===== config.mk =====
export PLATFORM = sky130hd
export DESIGN_NAME = adder_accumulator
export DESIGN_NICKNAME = d
export VERILOG_FILES = /design/src/rtl/adder_pkg.sv /design/src/rtl/beat_counter.sv /design/src/rtl/adder_accumulator.sv
export SDC_FILE = /design/constraint.sdc
export NUM_CORES = 1
export LEC_CHECK = 0
export BUFFER_PORTS_ARGS = -buffer_cell sky130_fd_sc_hd__buf_4
export CORE_ASPECT_RATIO = 1.25
export CORE_MARGIN = 8
export CORE_UTILIZATION = 50
export DETAILED_ROUTE_END_ITERATION = 8
export GPL_TIMING_DRIVEN = 0
export PLACE_DENSITY = 0.75
export SYNTH_ARGS = -nofsm -noshare
export SYNTH_HDL_FRONTEND = slang
export SYNTH_HIERARCHICAL = 1
export SYNTH_SLANG_ARGS = --single-unit

===== constraint.sdc =====
create_clock -name clk -period 2.4 [get_ports clk]
set_input_delay 0.36 -clock clk [delete_from_list [all_inputs] [get_ports clk]]
set_output_delay 0.36 -clock clk [all_outputs]
set_load 0.01 [all_outputs]

===== src/rtl/adder_pkg.sv =====
// Shared types and defaults for the adder and its downstream accumulator stage.
package adder_pkg;

  localparam int unsigned DATA_WIDTH_DEFAULT = 4;

  typedef enum logic {
    ACC  = 1'b0,
    HOLD = 1'b1
  } acc_state_t;

  // One adder result as seen on the beat interface: {C,S}
  typedef struct packed {
    logic                          c;
    logic [DATA_WIDTH_DEFAULT-1:0] s;
  } beat_t;

endpackage


===== src/rtl/beat_counter.sv =====
// Modulo-NUM_BEATS beat counter with synchronous clear and registered terminal count.
module beat_counter #(
  parameter int unsigned NUM_BEATS = 4,
  parameter int unsigned CNT_WIDTH = $clog2(NUM_BEATS + 1)
) (
  input  logic                 clk,
  input  logic                 rst,
  input  logic                 inc_i,
  input  logic                 clr_i,
  output logic [CNT_WIDTH-1:0] cnt_o,
  output logic                 tc_o
);

  localparam logic [CNT_WIDTH-1:0] CNT_LAST = CNT_WIDTH'(NUM_BEATS - 1);

  logic [CNT_WIDTH-1:0] cnt_q, cnt_d;
  logic                 tc_q, tc_d;

  // tc is precomputed from the next count so it stays a plain flop output
  always_comb begin
    cnt_d = cnt_q;
    if (clr_i) begin
      cnt_d = '0;
    end else if (inc_i) begin
      cnt_d = tc_q ? '0 : cnt_q + CNT_WIDTH'(1);
    end
    tc_d = (cnt_d == CNT_LAST);
  end

  always_ff @(posedge clk or negedge rst) begin
    if (!rst) begin
      cnt_q <= '0;
      tc_q  <= (NUM_BEATS == 1);
    end else begin
      cnt_q <= cnt_d;
      tc_q  <= tc_d;
    end
  end

  assign cnt_o = cnt_q;
  assign tc_o  = tc_q;

endmodule


===== src/rtl/adder_accumulator.sv =====
// Accumulates adder results over frames of up to NUM_BEATS beats and presents
// the frame total, beat count and overflow flag under a val/rdy handshake.
module adder_accumulator
  import adder_pkg::*;
#(
  parameter  int unsigned DATA_WIDTH  = DATA_WIDTH_DEFAULT,
  parameter  int unsigned NUM_BEATS   = 4,
  parameter  int unsigned ACC_WIDTH   = 8,
  localparam int unsigned BEATS_WIDTH = $clog2(NUM_BEATS + 1)
) (
  input  logic                   clk,
  input  logic                   rst,
  input  logic                   val_in,
  output logic                   rdy_in,
  input  logic [DATA_WIDTH-1:0]  S,
  input  logic                   C,
  input  logic                   last,
  output logic                   val_out,
  input  logic                   rdy_out,
  output logic [ACC_WIDTH-1:0]   SUM,
  output logic [BEATS_WIDTH-1:0] BEATS,
  output logic                   OVF
);

  acc_state_t             state_q, state_d;
  logic [ACC_WIDTH-1:0]   acc_q, acc_d;
  logic                   ovf_run_q, ovf_run_d;
  logic [ACC_WIDTH-1:0]   sum_q, sum_d;
  logic [BEATS_WIDTH-1:0] beats_q, beats_d;
  logic                   ovf_q, ovf_d;
  logic                   val_out_q, val_out_d;

  logic                   cnt_inc, cnt_clr, cnt_tc;
  logic [BEATS_WIDTH-1:0] cnt;
  logic [ACC_WIDTH-1:0]   beat_ext;
  logic [ACC_WIDTH:0]     sum_ext;

  beat_counter #(
    .NUM_BEATS (NUM_BEATS),
    .CNT_WIDTH (BEATS_WIDTH)
  ) u_beat_counter (
    .clk   (clk),
    .rst   (rst),
    .inc_i (cnt_inc),
    .clr_i (cnt_clr),
    .cnt_o (cnt),
    .tc_o  (cnt_tc)
  );

  // Top bit of sum_ext is the carry out of the accumulator width
  assign beat_ext = ACC_WIDTH'({C, S});
  assign sum_ext  = {1'b0, acc_q} + {1'b0, beat_ext};

  // Ready is a pure state decode so it never combinationally follows val_in
  assign rdy_in = (state_q == ACC);

  always_comb begin
    state_d   = state_q;
    acc_d     = acc_q;
    ovf_run_d = ovf_run_q;
    sum_d     = sum_q;
    beats_d   = beats_q;
    ovf_d     = ovf_q;
    val_out_d = val_out_q;
    cnt_inc   = 1'b0;
    cnt_clr   = 1'b0;

    case (state_q)
      ACC: begin
        if (val_in) begin
          acc_d     = sum_ext[ACC_WIDTH-1:0];
          ovf_run_d = ovf_run_q | sum_ext[ACC_WIDTH];
          cnt_inc   = 1'b1;
          if (cnt_tc || last) begin
            sum_d     = sum_ext[ACC_WIDTH-1:0];
            beats_d   = cnt + BEATS_WIDTH'(1);
            ovf_d     = ovf_run_q | sum_ext[ACC_WIDTH];
            val_out_d = 1'b1;
            state_d   = HOLD;
          end
        end
      end
      HOLD: begin
        if (rdy_out) begin
          val_out_d = 1'b0;
          acc_d     = '0;
          ovf_run_d = 1'b0;
          cnt_clr   = 1'b1;
          state_d   = ACC;
        end
      end
    endcase
  end

  always_ff @(posedge clk or negedge rst) begin
    if (!rst) begin
      state_q   <= ACC;
      acc_q     <= '0;
      ovf_run_q <= 1'b0;
      sum_q     <= '0;
      beats_q   <= '0;
      ovf_q     <= 1'b0;
      val_out_q <= 1'b0;
    end else begin
      state_q   <= state_d;
      acc_q     <= acc_d;
      ovf_run_q <= ovf_run_d;
      sum_q     <= sum_d;
      beats_q   <= beats_d;
      ovf_q     <= ovf_d;
      val_out_q <= val_out_d;
    end
  end

  assign val_out = val_out_q;
  assign SUM     = sum_q;
  assign BEATS   = beats_q;
  assign OVF     = ovf_q;

endmodule


==> flow_summary.json <==
{
  "outcome": "completed",
  "setup-tns-final_ns": 0,
  "firstDrtPassIters": 4,
  "p_leak_nw": 0.764,
  "grt_pass1_vias": 995,
  "final-setup-viol-count": 0,
  "synth_top_area_share_pct": 50.5,
  "syn_nets": 138,
  "synth.distinct_cells": 31,
  "ys_seq_area_share_pct": 50.5,
  "num_io_pins": 24,
  "layout_commonest_cell": "dfrtp_1",
  "grt_max_degree": 28,
  "power.total_mw": 1.87,
  "fin_skew_ns": 0.0122,
  "clock_latency_ns": 0.32,
  "yosys_register_bits": 27,
  "slew_violations": 0,
  "path_max_fanout": 3,
  "rsz0062_at_grt": "no",
  "syn_inst": 120,
  "place_area_um2": 1550,
  "drv_cap": 0,
  "numCtsBuffers": 3,
  "r2r-start": "acc_q[0]",
  "crit_chain": "ha_1 -> fa_1 -> a211oi_1 -> o21bai_1 -> nand2_1 -> a21oi_1 -> o21ai_0",
  "stdcell_area_um2": 1590,
  "area_delta_synth_final_pct": 18.8,
  "tritoncts": "done",
  "highest_layer": "met4",
  "grt_pass1_wl_mm": 4.29,
  "hold-path-endpoint": "state_q",
  "cp_num_buf_inv": 0,
  "die_y_um": 73.8,
  "die_x_um": 62.3,
  "drive_above_1_share_pct": 27.0,
  "gp_congestion": 0.826,
  "wl_per_cell_um": 13.9,
  "cts_sinks": 27,
  "dr_wl_met2_mm": 1.32,
  "r2r.worst_path.cells": 7,
  "htree_levels": 1,
  "holdPathStages": 2,
  "grt_usage_pct": 11.6,
  "wl_met1_mm": 1.06,
  "viasPerCell": 5.18,
  "yosys.area.top_type": "dfrtp_1",
  "synth_warnings": 6,
  "core_um2": 2600,
  "vias": 943,
  "clkTransAtPathRegs_ns": 0.14,
  "syn_avg_cell_area_um2": 11.1,
  "finalNetCount": 167,
  "synth.area.top_cells": "dfrtp_1 (51%), ha_1 (6.5%), xnor2_1 (4.6%)",
  "ant_nets": 0,
  "worstPathRequired_ns": 2.66,
  "reg2reg_setup_slack_ns": 0.49,
  "die_area_um2": 4600,
  "crit_path_max_incr_delay_ns": 0.43,
  "placementRows": 21,
  "hold_class": "input port to flop",
  "r2r-end": "acc_q[6]",
  "hold_viol_final": 0,
  "whs_ns": 0.201,
  "io_buffers": 23,
  "period_needed_ns": 1.91,
  "power_density_nw_per_um2": 1180,
  "cts_root_buf": "clkbuf_4",
  "dr.first_iter.drc_count": 20,
  "drc": 0,
  "slew_headroom_pct": 63.9,
  "hp-start": "rdy_out",
  "overflow": 0,
  "dp_hpwl_mm": 1.92,
  "critPathArrivalTime_ns": 2.16,
  "crit_path_start_kind": "flop",
  "endpoint_kind": "flop",
  "crit_family": "compound AO/OA/AOI/OAI gates",
  "met3_length_um": 87,
  "antenna-diode-count": 0,
  "drt_wl_total_mm": 2.52,
  "post-route-util_pct": 61.1,
  "path_class": "flop to flop",
  "start_util_pct": 51.4,
  "worst_slew_pin_slew_ns": 0.540,
  "antenna_found_initial": 0,
  "clock.fmax_ghz": 0.525,
  "cts_resized": 0,
  "ir_drop_mv": 0.697,
  "cp_slowest_cell": "fa_1",
  "cts_setup_buffers": 0,
  "clk_path_buf_depth": 2,
  "final_cell_mix": "dfrtp_1 (27), buf_4 (23), nand2_1 (16), o21ai_0 (10)",
  "synthesis.area_um2": 1340,
  "fin_crit_sh_pct": 79.4
}
metal layers:
metal	global-route usage, %	vias up
li1	-	482
met1	11.6	444
met4	6.35	0
met3	3.05	6
met2	21.4	11
met5	0	-
synth_stat cells (all sizes together):
| cell | n |
|---|---|
| nor2 | 6 |
| a221oi | 1 |
| a311oi | 1 |
| inv | 5 |
| a21oi | 7 |
| nand4 | 2 |
| nand3b | 2 |
| nand4b | 1 |
| o21ai | 12 |
| fa | 1 |
| mux2i | 2 |
| and2b | 1 |
| nor3b | 1 |
| a22o | 4 |
| dfrtp | 27 |
| nand2 | 16 |
| a21o | 2 |
| nand2b | 2 |
| buf | 3 |
| a21bo | 1 |
| mux2 | 5 |
| nor2b | 1 |
| a211oi | 2 |
| xnor2 | 7 |
| ha | 7 |
| o21bai | 1 |
worst register-to-register path: cells and delay by family (launching register included):
family / cells / cell delay [ns]
simple gates: 1 / 0.13
compound gates: 4 / 0.68
fa+ha+maj: 2 / 0.64
flops: 1 / 0.40
report_power, final:
part	internal [mW]	leakage (nW)	switching [mW]
Sequential	0.648	0.342	0.136
Combinational	0.463	0.407	0.429
Clock	0.0650	0.0150	0.127
Total	1.18	0.764	0.692
repair_timing:
item | 4_1_cts | 5_1_grt
endpoints found under the setup margin | 0 | 0
hold endpoints to repair | 27 | 0
hold buffers | 1 | 0
logic make-up (layout without fill, tap and decap cells):
kind of cell / count (synthesis) / after routing / synth area share [%]
mux: 7 / 7 / 5.71
simple gates: 32 / 32 / 11.9
compound gates: 31 / 31 / 15.8
buf+inv: 8 / 36 / 3.46
flops: 27 / 27 / 50.5
fa+ha+maj: 8 / 8 / 8.04
xor+xnor: 7 / 7 / 4.58
state kept, by name, summed over array words and instances (netlist names):
name and flops:
SUM 8, acc_q 8, BEATS 3, u_beat_counter/cnt_o 3
OVF 1, ovf_run_q 1, state_q 1, u_beat_counter/tc_o 1
val_out 1
per-stage QoR:
step	instances	setup WS, ns
after floorplan	120	0.627
after global placement	177	0.440
after detailed placement	177	0.369
after CTS	182	0.447
after global routing	182	0.337
final	182	0.494
worst max-delay path by stage:
stage,startpoint,endpoint,slack (ns),cells after the start
finish,acc_q[0],acc_q[6],0.49,7
global route,acc_q[0],acc_q[6],0.34,7
CTS,acc_q[0],acc_q[6],0.45,7
detailed placement,S[0],acc_q[6],0.37,8
global placement,S[0],SUM[4],0.44,7
floorplan,S[0],SUM[4],0.63,6
layout make-up:
cell class / count / area, um2
Fill cell: 226 / 1010
Sequential cell: 27 / 676
Multi-Input combinational cell: 85 / 616
Timing Repair Buffer: 24 / 183
Tap cell: 34 / 42.5
Buffer: 3 / 27.5
Clock buffer: 4 / 26.3
Inverter: 5 / 18.8
Power figures use the tool's default switching activity.
